`src/rtl/seg_arb_pkg.sv`:
```
// Shared widths and FSM state type for the seven-segment display arbiter.
package seg_arb_pkg;

  localparam int ADDR_W = 16;
  localparam int DATA_W = 16;
  localparam int SRC_W  = 3;

  typedef enum logic [0:0] {
    ST_IDLE = 1'b0,
    ST_HOLD = 1'b1
  } state_t;

endpackage

```
`src/rtl/seg_display_arbiter_rr_arbiter.sv`:
```
// Combinational round-robin arbiter: grants the first request found at or
// above the pointer, wrapping around, and only while enabled.
module rr_arbiter #(
  parameter int NUM_REQ = 3,
  parameter int PTR_W   = (NUM_REQ > 1) ? $clog2(NUM_REQ) : 1
) (
  input  logic [NUM_REQ-1:0] req,
  input  logic [PTR_W-1:0]   ptr,
  input  logic               en,
  output logic [NUM_REQ-1:0] grant,
  output logic [PTR_W-1:0]   grant_idx,
  output logic               grant_valid
);

  int dist_s;
  int best_s;

  // Pick the requester with the smallest rotated distance from the pointer.
  always_comb begin
    dist_s    = 0;
    best_s    = NUM_REQ;
    grant_idx = {PTR_W{1'b0}};
    for (int j = 0; j < NUM_REQ; j++) begin
      if (j >= int'(ptr)) begin
        dist_s = j - int'(ptr);
      end else begin
        dist_s = j + NUM_REQ - int'(ptr);
      end
      if (en && req[j] && (dist_s < best_s)) begin
        best_s    = dist_s;
        grant_idx = PTR_W'(j);
      end else begin
        best_s    = best_s;
      end
    end
  end

  assign grant_valid = (best_s < NUM_REQ);

  // Expand the winning index into a one-hot grant vector.
  always_comb begin
    grant = {NUM_REQ{1'b0}};
    for (int j = 0; j < NUM_REQ; j++) begin
      if (grant_valid && (grant_idx == PTR_W'(j))) begin
        grant[j] = 1'b1;
      end else begin
        grant[j] = 1'b0;
      end
    end
  end

endmodule

```
`src/rtl/seg_display_arbiter.sv`:
```
// Shares the seven-segment display between requesters. Each accepted
// addr/data pair is latched and held for at least HOLD_CYCLES clocks.
module seg_display_arbiter
  import seg_arb_pkg::*;
#(
  parameter int NUM_REQ     = 3,
  parameter int HOLD_CYCLES = 50_000_000
) (
  input  logic                      clk,
  input  logic                      rst,
  input  logic [NUM_REQ-1:0]        req_valid,
  input  logic [ADDR_W*NUM_REQ-1:0] req_addr,
  input  logic [DATA_W*NUM_REQ-1:0] req_data,
  output logic [NUM_REQ-1:0]        req_ready,
  output logic [ADDR_W-1:0]         disp_addr,
  output logic [DATA_W-1:0]         disp_data,
  output logic [SRC_W-1:0]          disp_src,
  output logic                      busy
);

  localparam int CNT_W = (HOLD_CYCLES > 1) ? $clog2(HOLD_CYCLES + 1) : 1;
  localparam int PTR_W = $clog2(NUM_REQ);
  localparam logic [CNT_W-1:0] HOLD_LOAD = CNT_W'(HOLD_CYCLES - 1);
  localparam logic [PTR_W-1:0] PTR_LAST  = PTR_W'(NUM_REQ - 1);

  state_t             state_r;
  state_t             state_s;
  logic [CNT_W-1:0]   cnt_r;
  logic [CNT_W-1:0]   cnt_s;
  logic [PTR_W-1:0]   ptr_r;
  logic [PTR_W-1:0]   ptr_s;
  logic               window_s;
  logic               xfer_s;
  logic [NUM_REQ-1:0] grant_s;
  logic [PTR_W-1:0]   gidx_s;

  // Accepting only when no hold is running or the hold has just expired;
  // reset forces the window shut so ready drops immediately.
  assign window_s = ~rst & ((state_r == ST_IDLE) || (cnt_r == {CNT_W{1'b0}}));

  rr_arbiter #(
    .NUM_REQ (NUM_REQ),
    .PTR_W   (PTR_W)
  ) u_rr_arbiter (
    .req         (req_valid),
    .ptr         (ptr_r),
    .en          (window_s),
    .grant       (grant_s),
    .grant_idx   (gidx_s),
    .grant_valid (xfer_s)
  );

  assign req_ready = grant_s;

  // Next-state logic: a transfer restarts the hold, otherwise count down.
  always_comb begin
    state_s = state_r;
    cnt_s   = cnt_r;
    ptr_s   = ptr_r;
    if (xfer_s) begin
      state_s = ST_HOLD;
      cnt_s   = HOLD_LOAD;
      if (gidx_s == PTR_LAST) begin
        ptr_s = {PTR_W{1'b0}};
      end else begin
        ptr_s = gidx_s + PTR_W'(1);
      end
    end else begin
      case (state_r)
        ST_IDLE: begin
          state_s = ST_IDLE;
        end
        ST_HOLD: begin
          if (cnt_r != {CNT_W{1'b0}}) begin
            cnt_s = cnt_r - CNT_W'(1);
          end else begin
            state_s = ST_IDLE;
          end
        end
        default: begin
          state_s = ST_IDLE;
          cnt_s   = {CNT_W{1'b0}};
        end
      endcase
    end
  end

  // FSM, hold counter and round-robin pointer registers.
  always_ff @(posedge clk or posedge rst) begin
    if (rst) begin
      state_r <= ST_IDLE;
      cnt_r   <= {CNT_W{1'b0}};
      ptr_r   <= {PTR_W{1'b0}};
    end else begin
      state_r <= state_s;
      cnt_r   <= cnt_s;
      ptr_r   <= ptr_s;
    end
  end

  // Display registers latch the granted pair; busy mirrors the hold state.
  always_ff @(posedge clk or posedge rst) begin
    if (rst) begin
      disp_addr <= {ADDR_W{1'b0}};
      disp_data <= {DATA_W{1'b0}};
      disp_src  <= {SRC_W{1'b0}};
      busy      <= 1'b0;
    end else begin
      if (xfer_s) begin
        disp_addr <= req_addr[ADDR_W*gidx_s +: ADDR_W];
        disp_data <= req_data[DATA_W*gidx_s +: DATA_W];
        disp_src  <= SRC_W'(gidx_s);
      end else begin
        disp_addr <= disp_addr;
      end
      busy <= (state_s == ST_HOLD);
    end
  end

endmodule

```
`config.mk`:
```
export PLATFORM = sky130hd
export DESIGN_NAME = seg_display_arbiter
export DESIGN_NICKNAME = d
export VERILOG_FILES = /design/src/rtl/seg_arb_pkg.sv /design/src/rtl/seg_display_arbiter_rr_arbiter.sv /design/src/rtl/seg_display_arbiter.sv
export SDC_FILE = /design/constraint.sdc
export NUM_CORES = 1
export LEC_CHECK = 0
export BUFFER_PORTS_ARGS = -buffer_cell sky130_fd_sc_hd__buf_2
export CAP_MARGIN = 20
export CORE_MARGIN = 10
export CORE_UTILIZATION = 52
export CTS_BUF_LIST = sky130_fd_sc_hd__clkbuf_4
export CTS_CLUSTER_SIZE = 16
export DETAILED_ROUTE_END_ITERATION = 7
export GPL_ROUTABILITY_DRIVEN = 0
export PLACE_DENSITY = 0.91
export RECOVER_POWER = 100
export SYNTH_ARGS = -nofsm -noshare
export SYNTH_HDL_FRONTEND = slang
export SYNTH_SLANG_ARGS = --single-unit
```
`constraint.sdc`:
```
create_clock -name clk -period 6.08 [get_ports clk]
set_clock_uncertainty 0.2 [all_clocks]
set_input_delay 0.608 -clock clk [delete_from_list [all_inputs] [get_ports clk]]
set_output_delay 0.608 -clock clk [all_outputs]
set_load 0.02 [all_outputs]
```
* After elaboration in Yosys (flattened, before gate mapping)
Index checks and enable logic that the tools add are counted.
W data, S select, Z words.
** Word-level totals
- Flip-flop bits (word level) :: 63
- Input port bits :: 101
- Output and inout port bits :: 39
- Logic and storage cells :: 62
** Operators by class
- Add/subtract/negate cells :: 8
- Magnitude comparators :: 7
- Equality and inequality tests :: 2
- Shift operators :: 2
- Multiplexer cells :: 18
- Bitwise gates (word level) :: 3
- Reductions and logical operators :: 16
** Operators with widths (number)
- $mux W32 :: 6
- $shiftx A48 B7 Y16 :: 2
- $mux W26 :: 3
- $lt A32 B3 Y1 const B :: 2
- $lt A32 B32 Y1 :: 2
- $logic_not A26 Y1 :: 1
- $reduce_bool A26 Y1 :: 1
- $sub A26 B1 Y26 const B :: 1
- $logic_and A1 B1 Y1 :: 9
- $sub A3 B2 Y4 const A :: 2
- $mux W1 :: 6
- $sub A1 B2 Y3 const A :: 2
- $sub A2 B2 Y3 const A :: 2
- $ge A1 B2 Y1 const A :: 2
- $mux W2 :: 2
- $reduce_bool A2 Y1 :: 2
- $add A2 B1 Y2 const B :: 1
- $eq A2 B1 Y1 const B :: 1
- $eq A2 B2 Y1 const B :: 1
- $ge A2 B2 Y1 const A :: 1
- $logic_not A2 Y1 :: 1
- $not A1 Y1 :: 2
- $pmux W1 S2 :: 1
- $reduce_and A2 Y1 :: 1
- 2 further kinds :: 2

* Logic depth before layout (Yosys ltp)
- Depth after elaboration :: 15
- Depth in mapped cells :: 25
- Depth with buffers taken out :: 19

* Hierarchy
Synthesis repeated with hierarchy kept, for this count alone.
** Unflattened totals
- Cell total of the unflattened synthesis :: 330
- Area total of the unflattened synthesis :: 3493.4 um2
** By module, submodules not included
- seg_display_arbiter :: times used 1, cells an instance 278, area an instance 3101.7 um2, sequential area each 1576.5 um2
- rr_arbiter :: times used 1, cells an instance 52, area an instance 391.6 um2, sequential area each 0.0 um2

* Worst setup path after synthesis
OpenSTA, ideal clock, no wires.
- Path type :: reg-to-output
- Start point :: reg cnt_r[0]
- End point :: out req_ready[1]
- Data arrival time :: 4845 ps
- Required time :: 5272 ps
- Setup slack :: 427 ps
- Cell stages (with the launch flop) :: 24
- Path through :: dfrtp_1 > inv_1 > ha_1 > nor4b_1 > nand4_2 > o31a_1 > buf_2 > buf_2 > nor3_1 > ha_1 > a21boi_0 > o21ai_1 > nand2_1 > clkbuf_1 > nor2_1 > a21oi_1 > nor2_1 > ha_1 > o211ai_1 > a31o_2 > buf_4 > a211o_1 > buf_2 > inv_1
** Between the ends
- Word-level cells in the longest chain between the ends :: 15
** RTL lines
- start, declared :: line seg_display_arbiter.sv:28 : logic [CNT_W-1:0] cnt_r;
- start signal, assigned :: line seg_display_arbiter.sv:92 : cnt_r <= {CNT_W{1'b0}};
- start signal, assigned :: line seg_display_arbiter.sv:96 : cnt_r <= cnt_s;
- $logic_not A26 Y1 (*) :: line seg_display_arbiter.sv:39 : assign window_s = ~rst & ((state_r == ST_IDLE) || (cnt_r == {CNT_W{1'b0}}));
- $logic_or A1 B1 Y1 (*) :: line seg_display_arbiter.sv:39
- $and A1 B1 Y1 (*) :: line seg_display_arbiter.sv:39
- $logic_and A1 B1 Y1 (2 in series) :: line seg_display_arbiter_rr_arbiter.sv:29 : if (en && req[j] && (dist_s < best_s)) begin
- $mux W32 :: line seg_display_arbiter_rr_arbiter.sv:29
- $lt A32 B32 Y1 :: line seg_display_arbiter_rr_arbiter.sv:29
- $logic_and A1 B1 Y1 :: line seg_display_arbiter_rr_arbiter.sv:29
- $mux W32 :: line seg_display_arbiter_rr_arbiter.sv:29
- $lt A32 B32 Y1 :: line seg_display_arbiter_rr_arbiter.sv:29
- $logic_and A1 B1 Y1 :: line seg_display_arbiter_rr_arbiter.sv:29
- $mux W32 or $mux W2 (tied branches) :: line seg_display_arbiter_rr_arbiter.sv:29
- $lt A32 B3 Y1 or $eq A2 B1 Y1 (tied branches) :: line seg_display_arbiter_rr_arbiter.sv:38, seg_display_arbiter_rr_arbiter.sv:44
- $logic_and A1 B1 Y1 (*) :: line seg_display_arbiter_rr_arbiter.sv:44 : if (grant_valid && (grant_idx == PTR_W'(j))) begin
- $mux W1 (*) :: line seg_display_arbiter_rr_arbiter.sv:44
- end, declared :: line seg_display_arbiter.sv:14 : output logic [NUM_REQ-1:0] req_ready,
Every way passes the cells marked *; elsewhere a longest branch is shown, timed or not.

* Final worst setup path
- Start point :: reg cnt_r[0]
- End point :: out req_ready[2]
** Between the ends
- Word-level cells in the longest chain between the ends :: 15
** RTL lines (line)
- $logic_not A26 Y1 (*) :: seg_display_arbiter.sv:39
- $logic_or A1 B1 Y1 (*) :: seg_display_arbiter.sv:39
- $and A1 B1 Y1 (*) :: seg_display_arbiter.sv:39
- $logic_and A1 B1 Y1 (2 in series) :: seg_display_arbiter_rr_arbiter.sv:29
- $mux W32 :: seg_display_arbiter_rr_arbiter.sv:29
- $lt A32 B32 Y1 :: seg_display_arbiter_rr_arbiter.sv:29
- $logic_and A1 B1 Y1 :: seg_display_arbiter_rr_arbiter.sv:29
- $mux W32 :: seg_display_arbiter_rr_arbiter.sv:29
- $lt A32 B32 Y1 :: seg_display_arbiter_rr_arbiter.sv:29
- $logic_and A1 B1 Y1 :: seg_display_arbiter_rr_arbiter.sv:29
- $mux W32 or $mux W2 (tied branches) :: seg_display_arbiter_rr_arbiter.sv:29
- $lt A32 B3 Y1 or $eq A2 B2 Y1 (tied branches) :: seg_display_arbiter_rr_arbiter.sv:38, seg_display_arbiter_rr_arbiter.sv:44
- $logic_and A1 B1 Y1 (*) :: seg_display_arbiter_rr_arbiter.sv:44
- $mux W1 (*) :: seg_display_arbiter_rr_arbiter.sv:44
Marked as above.

==> qor.yml <==
cp_max_fo: 17
dieArea_um2: 11700
setup_viol_count_final: 0
antenna_found_initial: 0
vias_after_detailed_routing: 4026
drt_pre_antenna_iters: 5
power.density_nw_per_um2: 188
cts_tree: "done"
synth-edff-count: 0
finish.net_count: 675
synth_async_sr_flop_share_pct: 100
routed_wl_um: 12300
drt_iter0_markers: 247
pwr-share-seq_pct: 48.6
dp_cells: 655
cellInternalPower_uw: 632
floorplan.io_pins: 140
netlist_top_cells_area: "sky130_fd_sc_hd__dfrtp_1, sky130_fd_sc_hd__mux2_1, sky130_fd_sc_hd__mux2_2"
finalPower_uw: 924
p_sw_share_pct: 31.5
detailed_place.area_um2: 4820
drt_drc_violations_left: 0
timing.final.crit_share_pct: 93.4
longest_clk_path_bufs: 2
vdd_ir_drop_max_mv: 0.150
via_count_of_the_first_global_routing_pass: 4112
hold_violations: 0
clock-sinks: 62
cts_root_buf: "sky130_fd_sc_hd__clkbuf_4"
critical_path_arrival_ps: 4870
synth_top_cell_by_area: "sky130_fd_sc_hd__dfrtp_1"
grt_setup_unrepaired: "false"
final.min_clock_period_ps: 5680
syn_inst: 431
die_width_um: 108
design_area_um2: 4910
power_leakage_nw: 2.23
dpl.hpwl_um: 9420
synth_top_area_share_pct: 38.4
cts_inserted_buffers: 9
avgRoutedWirePerCell_um: 18.3
reg2reg_depth: 21
ys_warn_count: 0
setup_buffers_after_cts: 0
setup.worst_path.class: "reg2out"
worst_setup_path_start_kind: "flip-flop"
timing.hold.worst_path_depth: 2
floorplan.initialDensity_pct: 52.8
run_status: "complete, but fails checks"
grt_start_max_net_pins: 63
synthToLayoutAreaGrowth_pct: 21.5
worst-endpoint-required_ps: 5270
vias_per_cell: 5.98
fmax_mhz: 176
fin_worst_hold_slack_ps: 217
synth.avg_cell_area_um2: 9.37
sequential_element_share_of_the_synthesized_area_pct: 38.4
synth_common_cells: "sky130_fd_sc_hd__dfrtp_1, sky130_fd_sc_hd__nand2_1, sky130_fd_sc_hd__inv_1"
drtAntennaViolNets: 0
clk_pin_slew_worst_paths_ps: 120
power_frac_clock_pct: 31.8
final_cells: 673
placement_rows: 32
synth-seq-cells: 62
ys_dominant_reg_cell: "sky130_fd_sc_hd__dfrtp_1"
insertion_delay_ps: 420
grt_first_pass_wirelength_um: 19600
failed_checks: "max-capacitance violations, max-slew violations"
end_kind: "output pin"
grt_usage_pct: 20.4
port-buffer-count: 138
worstMarginPinSlew_ps: 3300
setup_tns_ps: 0
share_of_power_burned_in_combinational_logic_pct: 19.6
die_y_um: 108
drive_gt1_share_pct: 28.3
worst_slew_margin_rel_pct: -120
maxCapViolCount: 1
holdCritPathClass: "in2reg"
yosys.cell_types.count: 58
synthMostInstantiatedCell: "sky130_fd_sc_hd__dfrtp_1"
core_um2: 7650
depth_of_the_cts_h_tree: 3
globalRouteOverflowTotal: 0
synthesis.area_um2: 4040
final-max-slew-violation-count: 63
p_switching_uw: 291
## routing by layer
metal  wire length, um  track usage [%]  up-vias
met1              4890             24.4     1974
met5                 0                0        -
met3               907             5.18       33
met2              6180             33.7      166
met4               317             9.16        0
li1                  -                -     1853
## logic make-up after synthesis
kind of cell | after synthesis | share of synthesized area, %
simple gates | 148 | 19.1
other cells | 1 | 0.0928
compound gates | 95 | 18.1
flops | 62 | 38.4
xor+xnor | 18 | 3.90
buf+inv | 57 | 6.16
mux | 40 | 11.1
fa+ha+maj | 10 | 3.10
## cell type report
cell class,instances,area [um^2]
Clock buffer,9,67.6
Tap cell,102,128
Multi-Input combinational cell,313,2250
Timing Repair Buffer,151,731
Inverter,27,101
Fill cell,606,2740
Antenna cell,2,5.00
Sequential cell,62,1550
Clock inverter,7,72.6
## through the flow
stage	setup WS (ps)	utilization (%)
after detailed placement	553	63.0
after global routing	31.1	64.1
after floorplan	427	-
final	401	64.2
after CTS	68.8	64.9
after global placement	737	63.0
## power by group through the flow
stage	logic (mW)	registers, mW	clock network, mW
3_5_place_dp	0.184	0.456	0
6_report	0.181	0.449	0.294
5_1_grt	0.199	0.451	0.314
4_1_cts	0.185	0.448	0.300
3_3_place_gp	0.179	0.454	0
2_1_floorplan	0.0914	0.472	0
## what timing repair did
action,CTS,global route
hold buffers,0,0
gates resized for setup,0,4
endpoints found under the setup margin,0,3
hold endpoints to repair,0,0
## layout by cell type, fill, tap and decap left out, types with 3 or more instances in the layout
cell type / synthesis / routed
sky130_fd_sc_hd__nor3_1: 5 / 5
sky130_fd_sc_hd__o21ai_0: 9 / 9
sky130_fd_sc_hd__inv_1: 27 / 27
sky130_fd_sc_hd__mux2_2: 17 / 17
sky130_fd_sc_hd__clkbuf_4: 0 / 9
sky130_fd_sc_hd__a21oi_1: 20 / 20
sky130_fd_sc_hd__nand4_1: 15 / 15
sky130_fd_sc_hd__xor2_1: 4 / 4
sky130_fd_sc_hd__buf_2: 10 / 101
sky130_fd_sc_hd__a21o_1: 3 / 3
sky130_fd_sc_hd__ha_1: 10 / 10
sky130_fd_sc_hd__nor2_1: 26 / 26
sky130_fd_sc_hd__nand2b_1: 3 / 3
sky130_fd_sc_hd__clkbuf_2: 0 / 3
sky130_fd_sc_hd__o31a_1: 3 / 3
sky130_fd_sc_hd__dfrtp_1: 62 / 62
sky130_fd_sc_hd__a221o_1: 11 / 11
sky130_fd_sc_hd__nor4_1: 10 / 10
sky130_fd_sc_hd__o311ai_0: 3 / 3
sky130_fd_sc_hd__a31oi_1: 3 / 3
sky130_fd_sc_hd__xnor2_1: 14 / 14
sky130_fd_sc_hd__mux2_1: 23 / 23
sky130_fd_sc_hd__a211o_1: 3 / 3
sky130_fd_sc_hd__nand2_1: 48 / 48
sky130_fd_sc_hd__o221ai_1: 21 / 21
sky130_fd_sc_hd__clkbuf_1: 12 / 38
sky130_fd_sc_hd__buf_4: 6 / 9
sky130_fd_sc_hd__and3_1: 3 / 3
sky130_fd_sc_hd__nand3_1: 20 / 21
## registers in the layout, summed over array words and instances (netlist names)
name	flops
disp_addr	16
busy	1
disp_data	16
disp_src	1
ptr_r	2
cnt_r	26
## critical path, stage by stage (launching register included)
cell,delay [ps]
sky130_fd_sc_hd__dfrtp_1,410
sky130_fd_sc_hd__inv_1,90
sky130_fd_sc_hd__ha_1,220
sky130_fd_sc_hd__nor4b_2,280
sky130_fd_sc_hd__nand4_2,230
sky130_fd_sc_hd__o31a_1,360
sky130_fd_sc_hd__nor3_1,190
sky130_fd_sc_hd__ha_1,180
sky130_fd_sc_hd__a21boi_1,280
sky130_fd_sc_hd__o21ai_1,150
sky130_fd_sc_hd__nand2_1,90
sky130_fd_sc_hd__buf_4,200
sky130_fd_sc_hd__nor2_1,60
sky130_fd_sc_hd__a21oi_1,120
sky130_fd_sc_hd__nor2_1,60
sky130_fd_sc_hd__ha_1,290
sky130_fd_sc_hd__o211ai_1,170
sky130_fd_sc_hd__a31o_2,320
sky130_fd_sc_hd__and2_2,390
sky130_fd_sc_hd__and3_1,200
sky130_fd_sc_hd__clkbuf_2,170
## worst paths after layout
check                                   from      endpoint  slack, ps
max in group asynchronous                rst      cnt_r[1]       2480
worst max-delay path                cnt_r[0]  req_ready[2]        400
min in group asynchronous                rst  disp_data[9]       1350
worst min register to register  disp_addr[5]  disp_addr[5]        300
worst min-delay path             req_addr[3]  disp_addr[3]        220
worst max register to register      cnt_r[0]  disp_data[6]        440
No activity file was read; power rests on OpenSTA's default activity.
